$ cat src/rtl/decode_queue.sv
// decode_queue: decodes raw instructions at enqueue and buffers them in a DEPTH-entry ring for issue.
// Optional macro DECODE_MUL_EN: enables MUL decode; when undefined, MUL encodings raise illegal-instruction.
module decode_queue #(
    parameter int DEPTH = 4,
    parameter int XLEN  = 32
) (
    input  logic                         clk,
    input  logic                         reset,
    input  logic                         flush,
    input  logic                         in_valid,
    output logic                         in_ready,
    input  logic [31:0]                  in_instr,
    input  logic [XLEN-1:0]              in_pc,
    input  logic                         in_supervisor_mode,
    input  logic [2:0]                   in_exception_vector,
    output logic                         out_valid,
    input  logic                         out_ready,
    output logic [XLEN-1:0]              out_pc,
    output logic [4:0]                   out_rs1,
    output logic [4:0]                   out_rs2,
    output logic [4:0]                   out_rd,
    output logic [6:0]                   out_funct7,
    output logic [2:0]                   out_funct3,
    output logic [6:0]                   out_opcode,
    output logic [31:0]                  out_imm,
    output logic [2:0]                   out_instr_type,
    output logic [2:0]                   out_exception_vector,
    output logic [$clog2(DEPTH+1)-1:0]   count
);

    localparam int PW = (DEPTH > 1) ? $clog2(DEPTH) : 1;
    localparam int CW = $clog2(DEPTH + 1);

    localparam logic [6:0] OPC_LOAD     = 7'b0000011;
    localparam logic [6:0] OPC_NOP      = 7'b0001011;
    localparam logic [6:0] OPC_ALU_IMM  = 7'b0010011;
    localparam logic [6:0] OPC_AUIPC    = 7'b0010111;
    localparam logic [6:0] OPC_STORE    = 7'b0100011;
    localparam logic [6:0] OPC_TLBWRITE = 7'b0101011;
    localparam logic [6:0] OPC_ALU      = 7'b0110011;
    localparam logic [6:0] OPC_LUI      = 7'b0110111;
    localparam logic [6:0] OPC_BRANCH   = 7'b1100011;
    localparam logic [6:0] OPC_JUMP     = 7'b1101111;
    localparam logic [6:0] OPC_SYSTEM   = 7'b1110011;

    localparam logic [2:0] IRET_FUNCT3  = 3'b000;
    localparam logic [2:0] MOVRM_FUNCT3 = 3'b001;
    localparam logic [6:0] MUL_FUNCT7   = 7'b0000001;

    localparam logic [2:0] INSTR_TYPE_ALU      = 3'd0;
    localparam logic [2:0] INSTR_TYPE_MUL      = 3'd1;
    localparam logic [2:0] INSTR_TYPE_LOAD     = 3'd2;
    localparam logic [2:0] INSTR_TYPE_STORE    = 3'd3;
    localparam logic [2:0] INSTR_TYPE_NO_WB    = 3'd4;
    localparam logic [2:0] INSTR_TYPE_IRET     = 3'd5;
    localparam logic [2:0] INSTR_TYPE_MOVRM    = 3'd6;
    localparam logic [2:0] INSTR_TYPE_TLBWRITE = 3'd7;

    function automatic logic [31:0] imm_gen(input logic [31:0] instr);
        logic [31:0] imm;
        case (instr[6:0])
            OPC_LOAD, OPC_ALU_IMM: imm = {{20{instr[31]}}, instr[31:20]};
            OPC_STORE:             imm = {{20{instr[31]}}, instr[31:25], instr[11:7]};
            OPC_BRANCH:            imm = {{19{instr[31]}}, instr[31], instr[7], instr[30:25], instr[11:8], 1'b0};
            OPC_AUIPC, OPC_LUI:    imm = {instr[31:12], 12'h000};
            default:               imm = {{11{instr[31]}}, instr[31], instr[19:12], instr[20], instr[30:21], 1'b0};
        endcase
        return imm;
    endfunction

    function automatic logic opcode_known(input logic [6:0] opc);
        logic known;
        case (opc)
            OPC_ALU, OPC_ALU_IMM, OPC_BRANCH, OPC_STORE, OPC_LOAD, OPC_JUMP,
            OPC_AUIPC, OPC_LUI, OPC_NOP, OPC_SYSTEM, OPC_TLBWRITE: known = 1'b1;
            default:                                               known = 1'b0;
        endcase
        return known;
    endfunction

    logic [XLEN-1:0] pc_q    [DEPTH];
    logic [31:0]     instr_q [DEPTH];
    logic [31:0]     imm_q   [DEPTH];
    logic [2:0]      type_q  [DEPTH];
    logic [2:0]      exc_q   [DEPTH];

    logic [PW-1:0] wr_ptr_q, wr_ptr_d;
    logic [PW-1:0] rd_ptr_q, rd_ptr_d;
    logic [CW-1:0] count_q, count_d;

    logic        enq_s;
    logic        deq_s;
    logic [6:0]  dec_opcode_s;
    logic [2:0]  dec_funct3_s;
    logic [6:0]  dec_funct7_s;
    logic        dec_system_s;
    logic        mul_enc_s;
    logic [31:0] dec_imm_s;
    logic [2:0]  dec_exc_s;
    logic [2:0]  dec_type_s;

    // Combinational decode of the incoming fetch instruction.
    always_comb begin
        dec_opcode_s = in_instr[6:0];
        dec_funct3_s = in_instr[14:12];
        dec_funct7_s = in_instr[31:25];
        dec_system_s = (dec_opcode_s == OPC_SYSTEM);
        mul_enc_s    = (dec_opcode_s == OPC_ALU) && (dec_funct7_s == MUL_FUNCT7);
        dec_imm_s    = imm_gen(in_instr);

        dec_exc_s[2] = (dec_system_s && !in_supervisor_mode) || in_exception_vector[2];
`ifdef DECODE_MUL_EN
        dec_exc_s[1] = !opcode_known(dec_opcode_s) || in_exception_vector[1];
`else
        dec_exc_s[1] = !opcode_known(dec_opcode_s) || mul_enc_s || in_exception_vector[1];
`endif
        dec_exc_s[0] = in_exception_vector[0];

        // Any faulting entry must never write back, regardless of its opcode.
        if (dec_exc_s != 3'b000) begin
            dec_type_s = INSTR_TYPE_NO_WB;
        end else if (dec_system_s && (dec_funct3_s == IRET_FUNCT3)) begin
            dec_type_s = INSTR_TYPE_IRET;
        end else if (dec_system_s && (dec_funct3_s == MOVRM_FUNCT3)) begin
            dec_type_s = INSTR_TYPE_MOVRM;
        end else if (dec_opcode_s == OPC_TLBWRITE) begin
            dec_type_s = INSTR_TYPE_TLBWRITE;
`ifdef DECODE_MUL_EN
        end else if (mul_enc_s) begin
            dec_type_s = INSTR_TYPE_MUL;
`endif
        end else if ((dec_opcode_s == OPC_ALU) || (dec_opcode_s == OPC_AUIPC) ||
                     (dec_opcode_s == OPC_ALU_IMM) || (dec_opcode_s == OPC_NOP)) begin
            dec_type_s = INSTR_TYPE_ALU;
        end else if ((dec_opcode_s == OPC_LOAD) || (dec_opcode_s == OPC_LUI)) begin
            dec_type_s = INSTR_TYPE_LOAD;
        end else if (dec_opcode_s == OPC_STORE) begin
            dec_type_s = INSTR_TYPE_STORE;
        end else begin
            dec_type_s = INSTR_TYPE_NO_WB;
        end
    end

    // in_ready depends only on registered occupancy, so a full queue rejects input even while draining.
    assign in_ready  = (count_q != CW'(DEPTH));
    assign out_valid = (count_q != {CW{1'b0}});
    assign enq_s     = in_valid && in_ready;
    assign deq_s     = out_valid && out_ready;

    // Next-state for pointers and occupancy; flush discards both handshakes.
    always_comb begin
        wr_ptr_d = wr_ptr_q;
        rd_ptr_d = rd_ptr_q;
        count_d  = count_q;
        if (flush) begin
            wr_ptr_d = {PW{1'b0}};
            rd_ptr_d = {PW{1'b0}};
            count_d  = {CW{1'b0}};
        end else begin
            if (enq_s) begin
                wr_ptr_d = wr_ptr_q + PW'(1);
            end else begin
                wr_ptr_d = wr_ptr_q;
            end
            if (deq_s) begin
                rd_ptr_d = rd_ptr_q + PW'(1);
            end else begin
                rd_ptr_d = rd_ptr_q;
            end
            case ({enq_s, deq_s})
                2'b10:   count_d = count_q + CW'(1);
                2'b01:   count_d = count_q - CW'(1);
                default: count_d = count_q;
            endcase
        end
    end

    // Pointer and occupancy registers.
    always_ff @(posedge clk) begin
        if (reset) begin
            wr_ptr_q <= {PW{1'b0}};
            rd_ptr_q <= {PW{1'b0}};
            count_q  <= {CW{1'b0}};
        end else begin
            wr_ptr_q <= wr_ptr_d;
            rd_ptr_q <= rd_ptr_d;
            count_q  <= count_d;
        end
    end

    // Entry storage: cleared only by reset, written on an accepted non-flushed enqueue.
    always_ff @(posedge clk) begin
        if (reset) begin
            for (int i = 0; i < DEPTH; i++) begin
                pc_q[i]    <= {XLEN{1'b0}};
                instr_q[i] <= 32'h0000_0000;
                imm_q[i]   <= 32'h0000_0000;
                type_q[i]  <= 3'b000;
                exc_q[i]   <= 3'b000;
            end
        end else if (enq_s && !flush) begin
            pc_q[wr_ptr_q]    <= in_pc;
            instr_q[wr_ptr_q] <= in_instr;
            imm_q[wr_ptr_q]   <= dec_imm_s;
            type_q[wr_ptr_q]  <= dec_type_s;
            exc_q[wr_ptr_q]   <= dec_exc_s;
        end
    end

    assign out_pc               = pc_q[rd_ptr_q];
    assign out_rs1              = instr_q[rd_ptr_q][19:15];
    assign out_rs2              = instr_q[rd_ptr_q][24:20];
    assign out_rd               = instr_q[rd_ptr_q][11:7];
    assign out_funct7           = instr_q[rd_ptr_q][31:25];
    assign out_funct3           = instr_q[rd_ptr_q][14:12];
    assign out_opcode           = instr_q[rd_ptr_q][6:0];
    assign out_imm              = imm_q[rd_ptr_q];
    assign out_instr_type       = type_q[rd_ptr_q];
    assign out_exception_vector = exc_q[rd_ptr_q];
    assign count                = count_q;

endmodule

$ cat config.mk
export PLATFORM = sky130hd
export DESIGN_NAME = decode_queue
export DESIGN_NICKNAME = d
export VERILOG_FILES = /design/src/rtl/decode_queue.sv
export SDC_FILE = /design/constraint.sdc
export NUM_CORES = 1
export LEC_CHECK = 0
export BUFFER_PORTS_ARGS = -buffer_cell sky130_fd_sc_hd__buf_4
export CORE_AREA = 4 4 232 234
export CTS_BUF_LIST = sky130_fd_sc_hd__clkbuf_16
export CTS_CLUSTER_DIAMETER = 120
export DETAILED_ROUTE_END_ITERATION = 8
export DIE_AREA = 0 0 236 238
export PLACE_DENSITY = 0.5
export SETUP_SLACK_MARGIN = 0.2
export SYNTH_ARGS = -nofsm -noshare
export SYNTH_HDL_FRONTEND = slang
export SYNTH_SLANG_ARGS = --single-unit
$ cat constraint.sdc
create_clock -name clk -period 5.8 [get_ports clk]
set_clock_uncertainty 0.15 [all_clocks]
set_input_delay 0.29 -clock clk [delete_from_list [all_inputs] [get_ports clk]]
set_output_delay 0.29 -clock clk [all_outputs]
set_load 0.01 [all_outputs]
# == Word-level counts from Yosys, hierarchy flattened ==
# Memories as Yosys holds them, arrays and structs flattened. A register that Yosys moved wholly into a read port is not among the register bits.
# Index checks and enable logic that the tools add are counted.
# word_totals
output_inout_bits,107
memories,5
elab_cells,98
mem_bits_ro,0
latchBits,0
ramBits,408
ff_bits,7
inputBits,73
# memory_table
memory,depth,word_bits,rd,rd_ports_with_merged_regs,write_ports,line,text
imm_q,4,32,1,1,4,83,logic [31:0] imm_q [DEPTH];
instr_q,4,32,1,1,4,82,logic [31:0] instr_q [DEPTH];
pc_q,4,32,1,1,4,81,logic [XLEN-1:0] pc_q [DEPTH];
exc_q,4,3,1,1,4,85,logic [2:0] exc_q [DEPTH];
type_q,4,3,1,1,4,84,logic [2:0] type_q [DEPTH];
# op_classes
n_addsub,4
n_mul,0
n_reduce_logical,30
mux,40
shifts,0
n_bitwise,0
n_eq_ne,16
n_lt_le_gt_ge,0
n_div,0
# op_table
op,n
$pmux 31 s4,1
$mux 32,3
$reduce_or 32->1,3
$mux 2,15
$eq 7x6->1 const B,4
$mux 3,9
$eq 7x7->1 const B,3
$eq 7x5->1 const B,2
$mux 1,11
$reduce_or 11->1,1
$eq 7x1->1 const B,1
$eq 7x2->1 const B,1
$eq 7x4->1 const B,1
$logic_and 1x1->1,7
$logic_or 1x1->1,7
$pmux 3 s2,1
$reduce_bool 3->1,2
$reduce_or 2->1,3
$reduce_or 3->1,2
$add 2x1->2 const B,2
$add 3x1->3 const B,1
$eq 3x1->1 const B,1
$logic_not 1->1,3
$logic_not 3->1,1
other kinds (5),5

# == Depth between registers and ports, before layout ==
# logic_depth
depth_word,10
mapped_depth,10
depth_no_buf,9

# == Least setup slack after synthesis ==
# Ideal clock, no wire load.
# synth_path
kind,flip-flop to flip-flop
start,reg count_q[0] (netlist: count[0])
end,mem exc_q[3][0] (enable)
setup_ns,0.581
n_path_buf,1
path_stages_with_launch,6
required_ns,5.069
slack_ns,-0.657
period_less_slack_ns,6.457
arrival_time_ns,5.725
path_cell_list,dfxtp_1 > nor3b_2 > inv_1 > clkbuf_1 > nand3_1 > o21bai_1
# synth_lines
item,line,text
from (decl),89,"logic [CW-1:0] count_q, count_d;"
from (signal assigned),183,count_q <= {CW{1'b0}};
from (signal assigned),187,count_q <= count_d;
to (decl),85,

==> flow_summary.ini <==
[timing]
finalCritPeriodShare_pct = 57.8
fmax_ghz = 0.298
setup_viol = 0
hold_viol_final = 0
max-slew-margin-rel_pct = 18.8
setup_tns_ns = 0
min_period_ns = 3.35
slew_violations = 0
rsz0062_at_grt = false
worst_pin_slew_ns = 1.22

[grt]
grt_pass1_vias = 11572
grt_max_degree = 116
grt_usage_pct = 17.6
overflow = 0
antenna_found_initial = 0
grt_pass1_wl_um = 75100

[clock_network]
clockBufferDepth = 3
clock-root-buffer = clkbuf_16
h-tree-depth = 2
cts_setup_buffers = 0
cts_tree = yes
clkTransAtPathRegs_ns = 0.06
clock_sinks = 413
clk_latency_ns = 0.56
numCtsBuffers = 46
cts_resized = 0

[place]
port_buffers = 179
dpl.cell_count = 1951
dp_hpwl_um = 28500
gp_congestion = 0.731

[synthesis]
synth-simple-area-share_pct = 13.7
synth_mux_area_share_pct = 12.7
synth_area_per_cell_um2 = 15.6
yosys.area.top_type = edfxtp_1
synth_fa_ha_area_share_pct = 0.181
synth_edf_count = 404
synth_warnings = 0
synth_top_family_by_area = simple AND/OR/NAND/NOR gates
synth_flop_cell = edfxtp_1
synth-compound-area-share_pct = 1.80
async_reset_ff_share_pct = 0
synth_fp_nets = 1230
yosys_register_bits = 413
synth.distinct_cells = 53
synth_seq_area_share_pct = 68.5
synth_area_leaders = edfxtp_1 (68%), mux4_2 (13%), and3_1 (5.0%), nor2_1 (3.8%), and2_1 (2.3%)
synth_top_area_share_pct = 67.5
synth.cell_area_um2 = 18000
synthCells = 1155
synthXorXnorAreaFrac_pct = 0.292

[power_and_ir_drop]
p_int_mw = 5.15
comb_power_share_pct = 8.3
vdd_ir_drop_max_v = 0.000232
p_sw_share_pct = 22.7
p_leak_nw = 8.65
p_clk_share_pct = 39.9
seqPwrFrac_pct = 51.9
p_sw_mw = 1.51
powerDensity_nw_per_um2 = 302

[hold_path]
hold_path_depth = 2
holdPathEnd = instr_q[0][5]
min_from = in_instr[5]
min_path_type = in2reg

[die]
ioPinCount = 180
rows = 84
die_y_um = 238
die_area_um2 = 56200
start_util_pct = 34.5
core_region_area_um2 = 52000
die_w_um = 236

[cells_and_area]
fin_nets = 1452
synthToLayoutAreaGrowth_pct = 22.7
antennaDiodeCount = 0
instances_no_fill = 2099
drive_gt1_share_pct = 27.1
fillers = 4780

[critical_path]
timing.rr.start = count[2]
regToRegSetupSlack_ns = 2.74
worst_ep_arrival_time_ns = 2.91
rr_endpoint = imm_q[0][1]
worstSetupEndpointType = output port
worstSetupPathType = reg2out
worstPathRequired_ns = 5.36
crit_path_start_kind = flop
path_max_fanout = 44
r2r_cells = 6

[detailed_routing]
drt-total-wl_um = 50200
first_pass_iters = 5
top_layer = met4
via_per_inst = 5.15
vias = 10818
met2_length_um = 24700
final_antenna_net_count = 0
drcViolationCount = 0
met3_length_um = 2150
drt_iter0_drc = 821
wl_met1_um = 22300
detail_route.wl_per_cell_um = 23.9

[flow_run]
maxCapViolCount = 0

[outcome]
status = finished, final reports clean
[worst max-delay path by stage]
stage	startpoint	end	slack [ns]	depth (start not counted)
2_1_floorplan	count[0]	exc_q[3][0]	1.48	5
6_report	flop	out_pc[2]	2.45	3
5_1_grt	flop	out_pc[3]	2.18	3
3_5_place_dp	count[2]	imm_q[0][12]	2.66	6
4_1_cts	flop	out_pc[2]	2.29	3
3_3_place_gp	count[2]	imm_q[0][12]	2.71	6
[per-stage QoR]
stage               hold slack (ns)  total power, mW  util, %  cell area (um^2)  setup slack (ns)
floorplan                     0.335             3.77        -             18000              1.48
global placement              0.359             4.04     38.5             20000              2.71
detailed placement            0.361             4.04     38.5             20000              2.66
CTS                          0.0135             6.74     42.4             22100              2.29
global route                 0.0281             6.91     42.4             22100              2.18
finish                       0.0428             6.66     42.4             22100              2.45
[synthesized netlist by cell type (2+ instances only)]
cell,count
and2_1,66
inv_1,26
and3_1,143
a31oi_1,4
and4_1,3
o21ai_0,2
clkbuf_1,49
buf_4,5
xor2_1,5
buf_6,2
and3b_1,3
nand2_1,28
nor2_1,181
a21oi_1,18
buf_1,7
mux4_2,101
nand2b_1,9
nor2b_1,5
a32oi_1,6
o21ai_1,2
a41oi_2,2
nor4_1,4
nor3_1,6
clkbuf_2,2
nor3b_1,2
dfxtp_1,9
a21oi_2,5
nand3_1,3
or2_2,3
edfxtp_1,404
or3_1,2
buf_2,27
[power groups by stage]
stage	sequential [mW]	clock, mW	combinational [mW]
floorplan	3.51	0	0.261
global placement	3.51	0	0.525
detailed placement	3.52	0	0.526
CTS	3.46	2.72	0.564
global route	3.47	2.85	0.592
finish	3.45	2.66	0.550
[cell usage in the layout (no fill, tap or decap), types with 9 or more instances in the layout]
master         synthesis  routed
a21oi_1               18      18
clkinv_1               0       9
clkbuf_16              0      47
mux4_2               101     101
inv_1                 26      44
dlygate4sd3_1          0      66
buf_4                  5     195
nand2_1               28      27
and3_1               143     143
edfxtp_1             404     404
nor2_1               181     180
and2_1                66      66
[registers in the layout (all words and copies together), names as in the netlist, named ones only]
register	cells
instr_q	124
type_q	12
imm_q	128
count	3
exc_q	12
rd_ptr_q	2
pc_q	128
wr_ptr_q	2
[cell families (layout without fill, tap and decap cells)]
| logic type | count (synthesis) | in the layout |
|---|---|---|
| AND/OR/NAND/NOR | 469 | 469 |
| buffers and inverters | 118 | 374 |
| adder cells (fa/ha/maj) | 2 | 2 |
| flip-flops | 413 | 413 |
| XOR/XNOR | 6 | 6 |
| multiplexers | 101 | 101 |
| AO/OA/AOI/OAI | 46 | 46 |
[critical path, cell delays in order (launching register included)]
cell,delay [ns]
dfxtp_4,1.02
buf_4,0.52
mux4_2,0.61
buf_4,0.17
[cell type report]
| type | instances | area, um^2 | area share, % |
|---|---|---|---|
| repair buffers | 266 | 2220 | 10.1 |
| clock inverters | 35 | 173 | 0.783 |
| flip-flops and latches | 413 | 12300 | 55.9 |
| well taps | 688 | 861 | 3.90 |
| multi-input cells | 624 | 5200 | 23.6 |
| clock buffers | 47 | 1180 | 5.33 |
| inverters | 26 | 97.6 | 0.443 |
[repair_timing]
action                     in CTS  in global routing
setup endpoints to repair       0                  0
hold buffers                   66                  0
hold endpoints to repair      213                  0
[layer usage]
layer | GRT usage, % | vias to the layer above
li1 | - | 4840
met1 | 24.8 | 5658
met2 | 29.3 | 257
met3 | 2.53 | 63
met4 | 4.09 | 0
met5 | 0 | -
Power figures use the tool's default switching activity.
